--- src/rtl/picorv32_gf_pkg.sv ---
// Shared definitions for the PCPI carry-less / GF(2^8) multiply coprocessor.
//   - instruction field codes (opcode, funct7, funct3)
//   - FSM state encoding
//   - operand request record latched on acceptance
//   - decode helper used to decide whether an instruction is claimed
package picorv32_gf_pkg;

  localparam logic [6:0] GF_OPCODE = 7'b0001011;  // custom-0
  localparam logic [6:0] GF_FUNCT7 = 7'b0000100;

  localparam logic [2:0] F3_CLMUL  = 3'b000;
  localparam logic [2:0] F3_CLMULH = 3'b001;
  localparam logic [2:0] F3_GF8MUL = 3'b010;

  localparam logic [1:0] ST_IDLE = 2'd0;
  localparam logic [1:0] ST_BUSY = 2'd1;
  localparam logic [1:0] ST_DONE = 2'd2;

  localparam int NUM_LANES = 4;
  localparam int LANE_W    = 8;

  // Counter preload values: the counter runs down to zero, so load iters-1.
  localparam logic [4:0] CLMUL_LAST_CNT = 5'd31;
  localparam logic [4:0] GF8_LAST_CNT   = 5'd7;

  typedef struct packed {
    logic [2:0]  funct3;
    logic [31:0] rs1;
    logic [31:0] rs2;  // shifted left one bit per BUSY cycle
  } gf_req_t;

  function automatic logic gf_decode(input logic [31:0] insn, input logic en_clmulh);
    logic hit;
    hit = 1'b0;
    if (insn[6:0] == GF_OPCODE && insn[31:25] == GF_FUNCT7) begin
      case (insn[14:12])
        F3_CLMUL:  hit = 1'b1;
        F3_CLMULH: hit = en_clmulh;
        F3_GF8MUL: hit = 1'b1;
        default:   hit = 1'b0;
      endcase
    end
    return hit;
  endfunction

endpackage

--- src/rtl/gf8_mac_step.sv ---
// One MSB-first GF(2^8) multiply-accumulate step for a single byte lane.
//   acc   : running product
//   a     : multiplicand byte
//   b_bit : current multiplier bit (MSB first)
//   nxt   : xtime(acc) ^ (b_bit ? a : 0)
// Purely combinational; the reduction polynomial's low byte is GF8_POLY.
module gf8_mac_step #(
  parameter logic [7:0] GF8_POLY = 8'h1B
) (
  input  logic [7:0] acc,
  input  logic [7:0] a,
  input  logic       b_bit,
  output logic [7:0] nxt
);

  logic [7:0] xt;

  // Doubling with reduction: the bit shifted out of x^7 folds back via the poly.
  assign xt  = {acc[6:0], 1'b0} ^ (acc[7] ? GF8_POLY : 8'h00);
  assign nxt = xt ^ (b_bit ? a : 8'h00);

endmodule

--- src/rtl/picorv32_pcpi_gfmul.sv ---
// PCPI coprocessor: CLMUL / CLMULH (32x32 carry-less multiply, low/high word)
// and GF8MUL (four independent GF(2^8) byte multiplies).
// Ports:
//   clk, reset          : clock, asynchronous active-high reset
//   pcpi_valid/insn     : instruction offer from the core (held until ready)
//   pcpi_rs1/rs2        : operands, latched on acceptance
//   pcpi_wait           : high while an accepted instruction is in flight
//   pcpi_ready/wr/rd    : one-cycle completion pulse with result
// Bit-serial: one multiplier bit per BUSY cycle, 32 cycles for CLMUL(H),
// 8 for GF8MUL, then a single DONE cycle carrying the result.
module picorv32_pcpi_gfmul
  import picorv32_gf_pkg::*;
#(
  parameter int         ENABLE_CLMULH = 1,
  parameter logic [7:0] GF8_POLY      = 8'h1B
) (
  input  logic        clk,
  input  logic        reset,
  input  logic        pcpi_valid,
  input  logic [31:0] pcpi_insn,
  input  logic [31:0] pcpi_rs1,
  input  logic [31:0] pcpi_rs2,
  output logic        pcpi_wr,
  output logic [31:0] pcpi_rd,
  output logic        pcpi_wait,
  output logic        pcpi_ready
);

  logic [1:0]  state;
  gf_req_t     req;
  logic [63:0] acc;
  logic [4:0]  cnt;

  logic        claim;
  logic        is_gf;
  logic        last;
  logic [63:0] clmul_nxt;
  logic [63:0] acc_nxt;
  logic [31:0] result;
  logic [NUM_LANES-1:0][LANE_W-1:0] gf_nxt;

  assign claim = pcpi_valid && gf_decode(pcpi_insn, ENABLE_CLMULH != 0);
  assign is_gf = (req.funct3 == F3_GF8MUL);
  assign last  = (cnt == 5'd0);

  assign clmul_nxt = {acc[62:0], 1'b0} ^ (req.rs2[31] ? {32'h0, req.rs1} : 64'h0);

  // GF lanes share the whole-word multiplier shift: after j shifts, bit 8i+7
  // still holds lane i's original bit (7-j), so no per-lane shifting is needed.
  for (genvar i = 0; i < NUM_LANES; i++) begin : g_lane
    gf8_mac_step #(.GF8_POLY(GF8_POLY)) u_step (
      .acc   (acc[i*LANE_W +: LANE_W]),
      .a     (req.rs1[i*LANE_W +: LANE_W]),
      .b_bit (req.rs2[i*LANE_W + LANE_W-1]),
      .nxt   (gf_nxt[i])
    );
  end

  assign acc_nxt = is_gf ? {32'h0, gf_nxt} : clmul_nxt;

  always_comb begin
    result = acc_nxt[31:0];
    if (req.funct3 == F3_CLMULH) result = acc_nxt[63:32];
  end

  assign pcpi_wait = (state != ST_IDLE);

  always_ff @(posedge clk or posedge reset) begin
    if (reset) begin
      state      <= ST_IDLE;
      req        <= '0;
      acc        <= '0;
      cnt        <= '0;
      pcpi_ready <= 1'b0;
      pcpi_wr    <= 1'b0;
      pcpi_rd    <= '0;
    end else begin
      pcpi_ready <= 1'b0;
      pcpi_wr    <= 1'b0;
      pcpi_rd    <= '0;
      case (state)
        ST_IDLE: begin
          if (claim) begin
            state <= ST_BUSY;
            req   <= '{funct3: pcpi_insn[14:12], rs1: pcpi_rs1, rs2: pcpi_rs2};
            acc   <= '0;
            cnt   <= (pcpi_insn[14:12] == F3_GF8MUL) ? GF8_LAST_CNT : CLMUL_LAST_CNT;
          end
        end
        ST_BUSY: begin
          // Runs to completion even if the core withdraws pcpi_valid.
          acc     <= acc_nxt;
          req.rs2 <= {req.rs2[30:0], 1'b0};
          cnt     <= cnt - 5'd1;
          if (last) begin
            state      <= ST_DONE;
            pcpi_ready <= 1'b1;
            pcpi_wr    <= 1'b1;
            pcpi_rd    <= result;
          end
        end
        ST_DONE: state <= ST_IDLE;  // never re-accepts here
        default: state <= ST_IDLE;
      endcase
    end
  end

endmodule

--- config.mk ---
export PLATFORM = sky130hd
export DESIGN_NAME = picorv32_pcpi_gfmul
export DESIGN_NICKNAME = d
export VERILOG_FILES = /design/src/rtl/picorv32_gf_pkg.sv /design/src/rtl/gf8_mac_step.sv /design/src/rtl/picorv32_pcpi_gfmul.sv
export SDC_FILE = /design/constraint.sdc
export NUM_CORES = 1
export LEC_CHECK = 0
export ABC_AREA = 1
export BUFFER_PORTS_ARGS = -buffer_cell sky130_fd_sc_hd__buf_2
export CAP_MARGIN = 25
export CORE_MARGIN = 3
export CORE_UTILIZATION = 52
export CTS_CLUSTER_SIZE = 24
export DETAILED_ROUTE_END_ITERATION = 10
export PLACE_DENSITY = 0.77
export SLEW_MARGIN = 20
export SYNTH_ARGS = -nofsm -noshare
export SYNTH_HDL_FRONTEND = slang
export SYNTH_HIERARCHICAL = 1
export SYNTH_SLANG_ARGS = --single-unit
--- constraint.sdc ---
create_clock -name clk -period 4.9 [get_ports clk]
set_clock_uncertainty 0.2 [all_clocks]
set_input_delay 0.49 -clock clk [delete_from_list [all_inputs] [get_ports clk]]
set_output_delay 0.49 -clock clk [all_outputs]
set_load 0.03 [all_outputs]
## Word level (Yosys, flattened, before mapping)

Cells that the tools add are included.

| word-level totals | value |
|---|---|
| word-level logic and storage cells | 65 |
| output and inout port bits | 35 |
| register bits | 170 |

| operators by class | value |
|---|---|
| reductions and logical operators | 11 |
| bitwise operators | 9 |
| $add $sub $neg | 1 |
| equality and inequality tests | 9 |
| muxes and demuxes | 27 |

Operator list:

| cell | count |
|---|---|
| two-way mux 32 bit | 5 |
| one-hot mux 63 bit (2 select lines) | 1 |
| two-way mux 64 bit | 1 |
| one-hot mux 32 bit (2 select lines) | 1 |
| bitwise XOR 64 x 32 -> 64 bit | 1 |
| two-way mux 63 bit | 1 |
| two-way mux 8 bit | 4 |
| bitwise XOR 8 x 5 -> 8 bit | 4 |
| bitwise XOR 8 bit | 4 |
| two-way mux 5 bit | 6 |
| one-hot mux 5 bit (2 select lines) | 1 |
| equality test 7 x 3 -> 1 bit, second input constant | 1 |
| equality test 7 x 4 -> 1 bit, second input constant | 1 |
| equality test 3 x 1 -> 1 bit, second input constant | 2 |
| equality test 3 x 2 -> 1 bit, second input constant | 2 |
| AND reduction 2 bit | 3 |
| zero test 5 bit | 1 |
| subtractor 5 x 1 -> 5 bit, second input constant | 1 |
| two-way mux 1 bit | 4 |
| two-way mux 2 bit | 2 |
| != test 2 bit, second input constant | 2 |
| one-hot mux 2 bit (2 select lines) | 1 |
| nonzero test 2 bit | 2 |
| zero test 3 bit | 1 |
| 4 further kinds | 5 |

## Logic depth before layout (Yosys ltp)

| depth | value |
|---|---|
| word-level depth | 7 |
| depth in mapped cells | 9 |

## By module

The synthesis kept the hierarchy.

By module, submodules not included:

| module | cells each | times used | area each (um2) |
|---|---|---|---|
| picorv32_pcpi_gfmul | 1017 | 1 | 8170.3 |
| gf8_mac_step | 42 | 4 | 191.4 |

## Worst setup path before layout

Ideal clock, no wire load.

| timing | value |
|---|---|
| kind | in2reg |
| start | input pcpi_insn[27] |
| end | register acc[31] |
| arrival | 1.355 ns |
| data required time | 4.582 ns |
| setup slack | 3.228 ns |
| path buffers | 2 |
| cell stages on the path | 9 |
| setup time | 0.118 ns |
| path through | inv_1 nor2_1 nand2_1 nor2_2 nand3_4 buf_2 buf_6 nand3_1 nand2_1 |

| between the ends | value |
|---|---|
| word-level cells in the longest chain between the ends | 6 |

RTL lines:

| item | line | text |
|---|---|---|
| start: declaration | picorv32_pcpi_gfmul.sv:20 | `input logic [31:0] pcpi_insn,` |
| equality test 7 x 3 -> 1 bit | picorv32_gf_pkg.sv:35 | `if (insn[6:0] == GF_OPCODE && insn[31:25] == GF_FUNCT7) begin` |
| logical AND 1 bit | picorv32_gf_pkg.sv:35 |  |
| two-way mux 1 bit | picorv32_gf_pkg.sv:35 |  |
| logical AND 1 bit | picorv32_pcpi_gfmul.sv:42 | `assign claim = pcpi_valid && gf_decode(pcpi_insn, ENABLE_CLMULH != 0);` |
| != test 2 bit (no source line) | - |  |
| AND reduction 2 bit (no source line) | - |  |
| end signal: assignment | picorv32_pcpi_gfmul.sv:92 | `acc <= acc_nxt;` |
| end: declaration | picorv32_pcpi_gfmul.sv:31 | `logic [63:0] acc;` |

Every way passes these cells.
A chain may end at the register's enable or synchronous reset.

## Worst setup path in the final report

| timing | value |
|---|---|
| start | register req[65] (netlist bit) |
| end | register acc[46] |

| between the ends | value |
|---|---|
| word-level cells in the longest chain between the ends | 3 |

RTL lines:

| item | line | text |
|---|---|---|
| start: declaration | picorv32_pcpi_gfmul.sv:30 | `gf_req_t req;` |
| start signal: assignment | picorv32_pcpi_gfmul.sv:85 | `req <= '{funct3: pcpi_insn[14:12], rs1: pcpi_rs1, rs2: pcpi_rs2};` |
| equality test 3 x 2 -> 1 bit | picorv32_pcpi_gfmul.sv:43 | `assign is_gf = (req.funct3 == F3_GF8MUL);` |
| two-way mux 64 bit | picorv32_pcpi_gfmul.sv:59 | `assign acc_nxt = is_gf ? {32'h0, gf_nxt} : clmul_nxt;` |
| one-hot mux 63 bit (2 select lines) | picorv32_pcpi_gfmul.sv:81 | `case (state)` |

Every way passes these cells.

==> impl_metrics.csv <==
group,metric,value,unit
yosys,synth-seq-area-share,0.476,
setup_path,critPathLaunchType,"flop",
yosys,syn-num-nets,1285,
cells_and_area,fillers,1501,
placed_design,placed_cells,1464,
floorplanning,ios,134,
pwr,power.density,284,nW/um2
clock_tree,clock_sink_count,170,
setup_path,crit_type,"reg2reg",
sta,setup_viol,0,
clock_tree,htreeDepth,4,
clock_tree,root_buffer,"clkbuf_16",
clock_tree,clk_latency,0.43,ns
cells_and_area,layout-drive-gt1-share,0.143,
detailed_routing,num_vias,7698,
sta,relSlewSlack,0.381,
floorplanning,row_count,47,
yosys,syn_area_per_cell,7.54,um2
yosys,ys_ff_latch,170,
cells_and_area,nets,1365,
yosys,synth_area_leaders,"dfrtp_1 48%, nand2_1 21%, nand3_1 8.8%",
yosys,yosysWarnings,6,
floorplanning,die_area,18800,um2
global_route,grt_max_degree,106,
sta,grt_setup_unrepaired,"false",
sta,drv_slew,0,
yosys,synth.largest_area_cell,"dfrtp_1",
sta,tightest_slew,0.927,ns
yosys,synth_top_area_share,0.476,
pwr,ir_drop,0.246,mV
placed_design,place_area,9510,um2
cells_and_area,n_antenna_cell,0,
flow_run,maxCapViolations,0,
sta,finalCritPeriodShare,0.539,
cells_and_area,final_common_cell,"nand2_1",
placed_design,place_hpwl,12600,um
run_status,status,"finished, final reports clean",
detailed_routing,viasPerCell,5.14,
floorplanning,die_w,137,um
cells_and_area,area_delta_synth_final,13.8,%
yosys,synthesis.area,8940,um2
detailed_routing,first_pass_iters,5,
detailed_routing,finalWirelength,20100,um
pwr,p_leak,0.00540,uW
setup_path,critPathCaptureType,"flop",
sta,setup_tns,0,ns
detailed_routing,ant_nets,0,
yosys,netlist_instances,1185,
detailed_routing,routedWlPerCell,13.4,um
clock_tree,clk_pin_slew,0.06,ns
detailed_routing,drc_errors,0,
cells_and_area,layout_common_cells,"502 x nand2_1, 169 x dfrtp_1, 157 x nand3_1, 118 x buf_2, 72 x inv_1",
min_path,hold_path.class,"in2reg",
global_route,track_usage,0.226,
setup_path,crit_required,5.07,ns
yosys,synth.distinct_cells,30,
clock_tree,numCtsBuffers,17,
floorplanning,die-height,137,um
clock_tree,cts_resized,0,
sta,fmax,0.379,GHz
sta,post-route-min-period,2.64,ns
clock_tree,clockBufferDepth,2,
cells_and_area,final_area,10200,um2
cells_and_area,multi_input_area,3980,um2
global_route,grt_pass1_vias,7256,
placed_design,io_buffers,118,
cells_and_area,regArea,4260,um2
global_route,grt_overflow,0,
floorplanning,initial_utilization,0.535,
global_route,grt_pass1_wl,34200,um
detailed_routing,drtIter0Drc,604,
placed_design,gp_congestion,0.784,
setup_path,cp_max_fo,36,
cells_and_area,finish.utilization,0.609,
setup_path,crit_arrival,2.81,ns
cells_and_area,finalNonFillerCells,1498,
clock_tree,cts_tree,"built",
floorplanning,core_area,16700,um2
sta,hold_viol,0,
global_route,antenna_found_initial,0,
clock_tree,post_cts_buffers,0,
clock_tree,ctsHoldBuffers,1,
-- cells in the mapped netlist --
cell and number:
xnor2_1 17, nor2_2 3, nand3_4 1, a31oi_1 1
clkbuf_1 24, buf_1 6, xor2_1 34, ha_1 1
inv_1 73, dfrtp_1 170, o21ai_1 38, buf_6 11
nand4_1 2, nor2_4 2, and3_1 1, nor2_1 9
or2_1 27, o21a_1 1, inv_2 7, nand3b_1 1
or2_2 3, nand2_1 502, nand2_2 2, buf_2 19
nor3_2 1, nand3_1 158, buf_4 10, a21oi_1 31
o21ai_0 29, o31ai_1 1
-- per-stage QoR --
step / hold slack, ns / setup slack [ns] / total power (uW)
2_1_floorplan: 0.249 / 2.04 / 1480
3_3_place_gp: 0.261 / 2.31 / 1530
3_5_place_dp: 0.265 / 2.26 / 1530
4_1_cts: 0.0758 / 2.24 / 2910
5_1_grt: 0.0887 / 1.93 / 2980
6_report: 0.0876 / 2.26 / 2890
-- cells by family after synthesis --
group,after synthesis,synth area share
flops,170,0.476
fa+ha+maj,1,0.00140
buf+inv,150,0.0791
compound gates,101,0.0573
xor+xnor,51,0.0500
simple gates,712,0.336
-- layer usage --
| layer | track usage | wire (um) | vias up | share of wire |
|---|---|---|---|---|
| met2 | 0.363 | 9600 | 200 | 0.48 |
| met4 | 0.0843 | 381 | 0 | 0.019 |
| met1 | 0.306 | 9060 | 3591 | 0.45 |
| li1 | - | - | 3881 | - |
| met5 | 0 | 0 | - | 0 |
| met3 | 0.0430 | 1030 | 26 | 0.051 |
-- final timing paths --
path	start	end	slack (ns)	cells past startpoint
max	req[65]	acc[46]	2.26	8
max reg2reg	req[65]	acc[46]	2.26	8
min	pcpi_rs1[8]	req[40]	0.09	3
min reg2reg	cnt[0]	cnt[0]	0.28	2
min in group asynchronous	reset	pcpi_rd[23]	0.39	3
max in group asynchronous	reset	req[31]	3.19	4
-- power by group --
group          leakage [uW]  internal (uW)  switching [uW]  total [uW]
Clock              0.000291            840             546        1390
Combinational       0.00298           38.0            53.4        91.4
Sequential          0.00213           1410            2.60        1410
-- worst max-delay path, stage by stage, from the launching register on --
cell,delay (ns)
dfrtp_1,0.38
inv_1,0.09
nor2_1,0.06
nand2_2,0.37
buf_4,0.45
nand2_1,0.08
inv_1,0.70
nand2_1,0.13
nand2_1,0.10
-- flip-flops by register name, indices dropped and copies added, names as in the netlist --
signal / cells
pcpi_rd: 32
acc: 63
req: 67
pcpi_ready: 1
cnt: 5
state: 2
-- layout make-up --
class,count,share of cell area
sequential,170,0.419
clock inverter,11,0.0142
clock buffer,21,0.0463
timing repair buffer,131,0.0724
tap,220,0.0271
inverter,80,0.0301
multi-input combinational,865,0.391
(Power assumes the default switching activity.)
